**config.mk**
```make
export PLATFORM = sky130hd
export DESIGN_NAME = fixed_to_float_pipe_flat
export DESIGN_NICKNAME = d
export VERILOG_FILES = /design/src/rtl/fixed_to_float_pipe_if.sv /design/src/rtl/fixed_to_float_pipe.sv /design/src/flat_wrapper.sv
export SDC_FILE = /design/constraint.sdc
export NUM_CORES = 1
export LEC_CHECK = 0
export BUFFER_PORTS_ARGS = -buffer_cell sky130_fd_sc_hd__buf_2
export CELL_PAD_IN_SITES_DETAIL_PLACEMENT = 0
export CELL_PAD_IN_SITES_GLOBAL_PLACEMENT = 1
export CORE_MARGIN = 3
export CORE_UTILIZATION = 41
export CTS_BUF_LIST = sky130_fd_sc_hd__clkbuf_16
export DETAILED_ROUTE_END_ITERATION = 6
export HOLD_SLACK_MARGIN = 0.15
export PLACE_DENSITY_LB_ADDON = 0.2
export SLEW_MARGIN = 20
export SYNTH_ARGS = -nofsm -noshare
export SYNTH_HDL_FRONTEND = slang
export SYNTH_SLANG_ARGS = --single-unit
```
**constraint.sdc**
```tcl
create_clock -name clk -period 2.4 [get_ports clk]
set_input_delay 0.12 -clock clk [delete_from_list [all_inputs] [get_ports clk]]
set_output_delay 0.12 -clock clk [all_outputs]
set_load 0.02 [all_outputs]
```
**src/rtl/fixed_to_float_pipe_if.sv**
```systemverilog
// Stream bundle between the CORDIC result path and the float converter.
// The master side produces fixed-point samples and consumes float results;
// the slave side is the converter itself.
interface fixed_to_float_pipe_if #(
   parameter int IN_W = 22
);
   logic                   in_valid;
   logic                   in_ready;
   logic signed [IN_W-1:0] in_data;
   logic                   out_valid;
   logic                   out_ready;
   logic [31:0]            out_data;
   logic                   out_zero;

   modport master (
      output in_valid, in_data, out_ready,
      input  in_ready, out_valid, out_data, out_zero
   );

   modport slave (
      input  in_valid, in_data, out_ready,
      output in_ready, out_valid, out_data, out_zero
   );
endinterface

```
**src/rtl/fixed_to_float_pipe.sv**
```systemverilog
// Signed fixed-point (S1.FRAC_W) to IEEE-754 single converter.
// Three valid/ready stages: sign/magnitude, leading-one detect, normalize/pack.
// The conversion is exact because the magnitude never exceeds 24 significant bits.
module fixed_to_float_pipe #(
   parameter int IN_W   = 22,
   parameter int FRAC_W = 20
) (
   input logic                  clk,
   input logic                  reset,
   fixed_to_float_pipe_if.slave bus
);

   // MSB-first 4-to-2 priority encoder; all-zero input maps to 0.
   function automatic logic [1:0] enc4(input logic [3:0] x);
      if (x[3])      enc4 = 2'd3;
      else if (x[2]) enc4 = 2'd2;
      else if (x[1]) enc4 = 2'd1;
      else           enc4 = 2'd0;
   endfunction

   // Leading-one detect over 64 bits as a three-level tree of 4-to-2 encoders.
   // Returns {found, index[5:0]}.
   function automatic logic [6:0] lod64(input logic [63:0] x);
      logic [15:0]      v1;
      logic [15:0][1:0] i1;
      logic [3:0]       v2;
      logic [3:0][3:0]  i2;
      logic [1:0]       s;
      for (int g = 0; g < 16; g++) begin
         v1[g] = |x[4*g +: 4];
         i1[g] = enc4(x[4*g +: 4]);
      end
      for (int h = 0; h < 4; h++) begin
         v2[h] = |v1[4*h +: 4];
         s     = enc4(v1[4*h +: 4]);
         i2[h] = {s, i1[4*h + int'(s)]};
      end
      s     = enc4(v2);
      lod64 = {|v2, s, i2[s]};
   endfunction

   // Build the float word: biased exponent from the leading-one position,
   // fraction from the magnitude left-aligned so the hidden one falls off.
   function automatic logic [31:0] pack(input logic            s,
                                        input logic            z,
                                        input logic [5:0]      p,
                                        input logic [IN_W-1:0] m);
      logic [7:0]  e;
      logic [22:0] f;
      e = 8'(127 - FRAC_W + int'(p));
      f = 23'((48'(m) << 23) >> p);
      if (z) pack = 32'h0000_0000;
      else   pack = {s, e, f};
   endfunction

   logic signed [IN_W-1:0] din;
   logic                   in_ready_int;
   logic                   acc;
   logic                   ld_p0, ld_p1, ld_p2;
   logic                   vld_p0, vld_p1, vld_p2;
   logic                   sign_p0;
   logic [IN_W-1:0]        mag_p0;
   logic                   sign_p1;
   logic                   zero_p1;
   logic [5:0]             pos_p1;
   logic [IN_W-1:0]        mag_p1;
   logic [6:0]             lod_p0;
   logic [31:0]            data_p2;
   logic                   zero_p2;

   assign din    = bus.in_data;
   assign lod_p0 = lod64(64'(mag_p0));

   // A stage loads when empty or when its occupant moves on this edge.
   assign ld_p2        = !vld_p2 || bus.out_ready;
   assign ld_p1        = !vld_p1 || ld_p2;
   assign ld_p0        = !vld_p0 || ld_p1;
   assign in_ready_int = !reset && ld_p0;
   assign acc          = bus.in_valid && in_ready_int;

   // Stage valid bits; reset discards everything in flight.
   always_ff @(posedge clk) begin
      if (reset) begin
         vld_p0 <= 1'b0;
         vld_p1 <= 1'b0;
         vld_p2 <= 1'b0;
      end else begin
         if (ld_p0) vld_p0 <= acc;
         if (ld_p1) vld_p1 <= vld_p0;
         if (ld_p2) vld_p2 <= vld_p1;
      end
   end

   // S1: split sign and magnitude; the most negative input gives MSB-only.
   always_ff @(posedge clk) begin
      if (acc) begin
         sign_p0 <= din[IN_W-1];
         mag_p0  <= din[IN_W-1] ? $unsigned(-din) : $unsigned(din);
      end
   end

   // S2: locate the leading one and flag a zero magnitude.
   always_ff @(posedge clk) begin
      if (ld_p1 && vld_p0) begin
         sign_p1 <= sign_p0;
         mag_p1  <= mag_p0;
         pos_p1  <= lod_p0[5:0];
         zero_p1 <= !lod_p0[6];
      end
   end

   // S3: normalize and pack; cleared on reset so the output reads zero until the first result.
   always_ff @(posedge clk) begin
      if (reset) begin
         data_p2 <= 32'h0000_0000;
         zero_p2 <= 1'b0;
      end else if (ld_p2 && vld_p1) begin
         data_p2 <= pack(sign_p1, zero_p1, pos_p1, mag_p1);
         zero_p2 <= zero_p1;
      end
   end

   assign bus.in_ready  = in_ready_int;
   assign bus.out_valid = vld_p2;
   assign bus.out_data  = data_p2;
   assign bus.out_zero  = zero_p2;

endmodule
```
**src/flat_wrapper.sv**
```systemverilog
// flat-port wrapper written by rule: the top's interface ports become plain ports
module fixed_to_float_pipe_flat 
#(
   parameter int IN_W   = 22,
   parameter int FRAC_W = 20
)
  (clk, reset, bus_in_valid, bus_in_data, bus_out_ready, bus_in_ready, bus_out_valid, bus_out_data, bus_out_zero);
  fixed_to_float_pipe_if #(.IN_W(IN_W)) bus_i ();
  input logic clk;
  input logic reset;
  input wire logic [$bits(bus_i.in_valid)-1:0] bus_in_valid;
  input wire logic [$bits(bus_i.in_data)-1:0] bus_in_data;
  input wire logic [$bits(bus_i.out_ready)-1:0] bus_out_ready;
  output wire logic [$bits(bus_i.in_ready)-1:0] bus_in_ready;
  output wire logic [$bits(bus_i.out_valid)-1:0] bus_out_valid;
  output wire logic [$bits(bus_i.out_data)-1:0] bus_out_data;
  output wire logic [$bits(bus_i.out_zero)-1:0] bus_out_zero;
  assign bus_i.in_valid = bus_in_valid;
  assign bus_i.in_data = bus_in_data;
  assign bus_i.out_ready = bus_out_ready;
  assign bus_in_ready = bus_i.in_ready;
  assign bus_out_valid = bus_i.out_valid;
  assign bus_out_data = bus_i.out_data;
  assign bus_out_zero = bus_i.out_zero;
  fixed_to_float_pipe #(.IN_W(IN_W), .FRAC_W(FRAC_W)) u_core (.clk(clk), .reset(reset), .bus(bus_i));
endmodule
```
## Word level (Yosys, flattened, before mapping)

Cells that the tools add are included.

| word-level totals | value |
|---|---|
| bits in registers | 89 |
| bits of input ports | 26 |
| output and inout bits | 35 |
| logic and storage cells | 67 |

| cells by class | value |
|---|---|
| $add $sub $neg | 3 |
| magnitude comparators | 3 |
| shifts and indexed selects | 1 |
| mux-type cells | 30 |
| reduce and logical (&&, ||, !) cells | 18 |

Operators by type and width:

| kind | number |
|---|---|
| 45-bit by 6-bit right shift with 23-bit output | 1 |
| 32-bit by 6-bit less-than comparator with 1-bit output, second input constant | 1 |
| 32-bit two-way mux | 1 |
| 2-bit two-way mux | 15 |
| 22-bit negation | 1 |
| 22-bit OR reduction | 1 |
| 21-bit two-way mux | 1 |
| 4-bit OR reduction | 3 |
| 1-bit two-way mux | 9 |
| 7-bit by 6-bit adder with 8-bit output, first input constant | 1 |
| 2-bit binary-select mux with 4-bit select | 1 |
| 4-bit binary-select mux with 2-bit select | 1 |
| 6-bit OR reduction | 1 |
| 1-bit zero test | 5 |
| 2-bit by 5-bit less-than comparator with 1-bit output, second input constant | 1 |
| 3-bit by 1-bit adder with 4-bit output, first input constant | 1 |
| 2-bit binary-select mux with 2-bit select | 1 |
| 1-bit logical AND | 4 |
| 4-bit two-way mux | 1 |
| 1-bit logical OR | 3 |
| 1-bit by 3-bit less-than comparator with 1-bit output, second input constant | 1 |
| 2-bit OR reduction | 1 |

## Depth between registers and ports, before layout

| depth | value |
|---|---|
| word-level depth | 8 |
| gate-level depth with buffers | 9 |
| gate-level depth less buffers | 7 |

## Worst setup path before layout

No wires, ideal clock.

| timing path | value |
|---|---|
| path kind | reg2reg |
| start | register u_core.vld_p2 (netlist: u_core.bus.out_valid) |
| end | register u_core.mag_p1[0] (enable) |
| library setup time | 0.418 ns |
| data arrival time | 2.054 ns |
| data required time | 1.982 ns |
| path slack | -0.072 ns |
| stages on the path, launching flop included | 5 |
| path buffers | 1 |
| period minus slack after synthesis | 2.472 ns |
| cell sequence | dfxtp_1 > nand2b_1 > clkbuf_1 > nor2_1 > nor2b_1 |

| on the way | value |
|---|---|
| longest elaborated chain between the ends | 4 |

RTL lines:

| item | line | RTL |
|---|---|---|
| start, declared | fixed_to_float_pipe.sv:60 | `logic vld_p0, vld_p1, vld_p2;` |
| start signal, assigned | fixed_to_float_pipe.sv:90 | `if (ld_p2) vld_p2 <= vld_p1;` |
| 1-bit zero test | fixed_to_float_pipe.sv:75 | `assign ld_p2 = !vld_p2 \|\| bus.out_ready;` |
| 1-bit logical OR | fixed_to_float_pipe.sv:75 |  |
| 1-bit logical OR | fixed_to_float_pipe.sv:76 | `assign ld_p1 = !vld_p1 \|\| ld_p2;` |
| 1-bit logical AND | fixed_to_float_pipe.sv:104 | `if (ld_p1 && vld_p0) begin` |
| end signal, assigned | fixed_to_float_pipe.sv:106 | `mag_p1 <= mag_p0;` |
| end, declared | fixed_to_float_pipe.sv:66 | `logic [IN_W-1:0] mag_p1;` |

No other way between the ends.
A chain may end at the register's enable or synchronous reset.

## Final worst setup path

| timing path | value |
|---|---|
| start | input bus_in_data[9] |
| end | register u_core.mag_p0[20], data pin |

| on the way | value |
|---|---|
| longest elaborated chain between the ends | 2 |

RTL lines:

| item | line | RTL |
|---|---|---|
| start, declared | flat_wrapper.sv:12 | `input wire logic [$bits(bus_i.in_data)-1:0] bus_in_data;` |
| 22-bit negation | fixed_to_float_pipe.sv:98 | `mag_p0 <= din[IN_W-1] ? $unsigned(-din) : $unsigned(din);` |
| 21-bit two-way mux | fixed_to_float_pipe.sv:98 |  |
| end signal, assigned | fixed_to_float_pipe.sv:98 |  |
| end, declared | fixed_to_float_pipe.sv:62 | `logic [IN_W-1:0] mag_p0;` |

No other way between the ends.

==> summary.txt <==
Outcome
  • Outcome: completed

Yosys
  • Yosys top cell by area: edfxtp_1
  • Post-synth top flop: edfxtp_1
  • Number of flops mapped to enable cells by yosys: 52
  • Mapped Cells: 488
  • Post-synthesis sequential area ratio: 0.473
  • Synthesis-stage register bit count: 88
  • Post-Syn Area: 4820 sq um
  • Netlist cell types: 63
  • Main area contributors after synthesis: edfxtp_1, dfxtp_1, mux2_2
  • Warnings, synthesis: 0
  • FFs w/ async S/R, synth: 0
  • Synthesized Nets: 516
  • Post-Syn Area per Cell: 9.88 sq um
  • Top-area cell type share of the netlist area: 0.324

Cells and area
  • Most common cell after layout, fill and taps aside: buf_2
  • Layout cells sized above 1: 0.222
  • Synth-to-Final Area Change: 21.9%
  • Sequential cell area: 2280 sq um
  • Multi-input logic area: 2380 sq um
  • Final #Nets: 600
  • Ant. Diodes: 0
  • Filler cells: 1010
  • Final core utilization: 0.526
  • Final Cell Area: 5880 sq um
  • Commonest non-fill, non-tap cells in the layout: buf_2, edfxtp_1, nor2_1, nand2_1

STA
  • Final Hold Fails: 0
  • Setup tns final: 0 ps
  • Max_slew headroom: 0.597
  • Tcrit/Tclk final: 0.961
  • Clock skew: 7.33 ps
  • Highest Clock Rate: 434 MHz
  • Final Slew Violations: 0
  • # setup viols final: 0
  • RSZ-0062 raised after global routing: no
  • Worst Tran Pin Value: 600 ps
  • Final min period: 2310 ps

Detailed routing
  • DRT antenna net count: 0
  • Starting DRT DRC Count: 181
  • Per-cell routed wire length: 17.0 microns
  • WL final: 12.2 mm
  • Routed vias: 4035
  • DRC Markers: 0
  • TritonRoute pass-1 iters: 4
  • Via/cell ratio: 5.63

Setup path
  • Critical Path Fanout Max: 3
  • Crit start category: input pin
  • Critical path arrival: 2410 ps
  • Critical Path RT: 2500 ps
  • Crit. End Element: flip-flop
  • CP Class: in -> reg

Global route
  • First-pass GRT wire length: 19.7 mm
  • Total grt overflow: 0
  • Antenna violations before repair: 0
  • Vias in the first global route: 3927
  • Largest net degree at the start of global routing: 35
  • GRT Total Usage: 0.192

Floorplan
  • Boundary pin count: 61
  • Core Region: 11200 sq um
  • Die Ht: 114 microns
  • Full die area: 13100 sq um
  • Initial core utilization: 0.432
  • Site Rows: 38
  • Die X: 114 microns

Power
  • Pleak: 2.30 nW
  • Power Total: 0.00350 W
  • Power Density: 595 nW/um^2
  • Max IR drop VDD: 0.000332 V

Placement
  • Gpl congestion: 0.851
  • Port Buf Inserts: 60
  • Hpwl dp: 9.25 mm
  • Placed Area: 5390 sq um

Clocking
  • CTS tree: yes
  • CTS root buffer: clkbuf_16
  • Clock latency at the later pin of the worst-skew pair: 350 ps
  • Clock sink total: 88
  • Total number of H-tree levels: 3
  • Inserted Clock Buffers: 9
  • Maximum clock insertion buffer count: 2
  • Post-CTS Setup Bufs: 0
  • Clk slew on worst S/H paths: 60 ps

Min path
  • Hold Path Class: in -> reg

Job
  • Max-cap violation count: 0
==> kinds of logic after synthesis <==
group | count (synthesis) | share of synthesized area
fa+ha+maj | 2 | 0.00519
xor+xnor | 19 | 0.0345
buf+inv | 44 | 0.0345
simple gates | 154 | 0.152
flops | 88 | 0.473
compound gates | 141 | 0.200
mux | 40 | 0.101
==> metal layers <==
metal / global-route usage / routed length (microns) / vias up / share of wire
li1: - / - / 2014 / -
met1: 0.238 / 5390 / 1894 / 0.44
met2: 0.326 / 5980 / 105 / 0.49
met3: 0.0301 / 484 / 22 / 0.040
met4: 0.0934 / 362 / 0 / 0.030
met5: 0 / 0 / - / 0
==> stage by stage <==
| step | cells | hold slack (ps) | setup WS, ps |
|---|---|---|---|
| finish | 717 | 193 | 93.4 |
| global route | 717 | 208 | 12.0 |
| CTS | 717 | 182 | 66.2 |
| detailed placement | 680 | 362 | 15.7 |
| global placement | 680 | 344 | 95.5 |
| floorplan | 488 | 219 | 196 |
==> where the power goes <==
| part | switching [W] | total, W | internal (W) |
|---|---|---|---|
| clock network | 0.000601 | 0.00130 | 0.000701 |
| registers | 0.0000523 | 0.00173 | 0.00168 |
| logic | 0.000261 | 0.000466 | 0.000206 |
==> worst paths after layout <==
check	startpoint	to	slack, ps	cells past startpoint
setup reg to reg	u_core.pos_p1[2]	u_core.bus.out_data[20]	320	8
setup / recovery	bus_in_data[9]	u_core.mag_p0[20]	90	8
hold / removal	reset	u_core.bus.out_data[30]	190	2
hold reg to reg	u_core.sign_p0	u_core.sign_p1	440	0
==> cell usage after synthesis (3+ instances only) <==
| library cell | instances |
|---|---|
| edfxtp_1 | 52 |
| nand2_1 | 47 |
| nor2_1 | 47 |
| a21oi_1 | 37 |
| dfxtp_1 | 36 |
| clkbuf_1 | 24 |
| o21ai_0 | 23 |
| mux2_2 | 18 |
| mux2i_1 | 17 |
| xnor2_1 | 16 |
| inv_1 | 12 |
| nor3_1 | 10 |
| o22ai_1 | 9 |
| nand2b_1 | 8 |
| or3_1 | 8 |
| a221oi_1 | 7 |
| o31ai_1 | 7 |
| a22oi_1 | 6 |
| buf_1 | 6 |
| nor2b_1 | 6 |
| a211oi_1 | 5 |
| a31oi_1 | 5 |
| mux4_2 | 5 |
| nand3_1 | 5 |
| nor4_1 | 5 |
| a32o_1 | 4 |
| o221ai_1 | 4 |
| a21o_1 | 3 |
| nand4_1 | 3 |
| o2bb2ai_1 | 3 |
| xor2_1 | 3 |
==> flip-flops by register name, summed over array words and instances, names as in the netlist <==
register / cells
u_core.vld_p1: 1
u_core.mag_p1: 22
u_core.mag_p0: 22
u_core.bus.out_zero: 1
u_core.bus.out_valid: 1
u_core.zero_p1: 1
u_core.pos_p1: 5
u_core.vld_p0: 1
u_core.sign_p1: 1
u_core.sign_p0: 1
u_core.bus.out_data: 32
==> critical path, cell delays in order <==
cell	delay [ps]
dlygate4sd3_1	530
buf_2	130
or3_1	390
or4_1	450
or3_1	390
nand2b_1	170
a21oi_2	160
xnor2_1	70
==> timing repair <==
item / CTS / global route
hold endpoints to repair: 22 / 0
resized for setup: 0 / 1
endpoints found under the setup margin: 0 / 1
hold buffers: 21 / 0
==> final cells by class <==
cell class | instances | share of cell area
clock buffer | 9 | 0.0383
clock inverter | 7 | 0.00809
inverter | 13 | 0.00830
multi-input combinational | 356 | 0.405
sequential | 88 | 0.388
tap | 140 | 0.0298
timing repair buffer | 104 | 0.123
No activity file was read; power rests on OpenSTA's default activity.
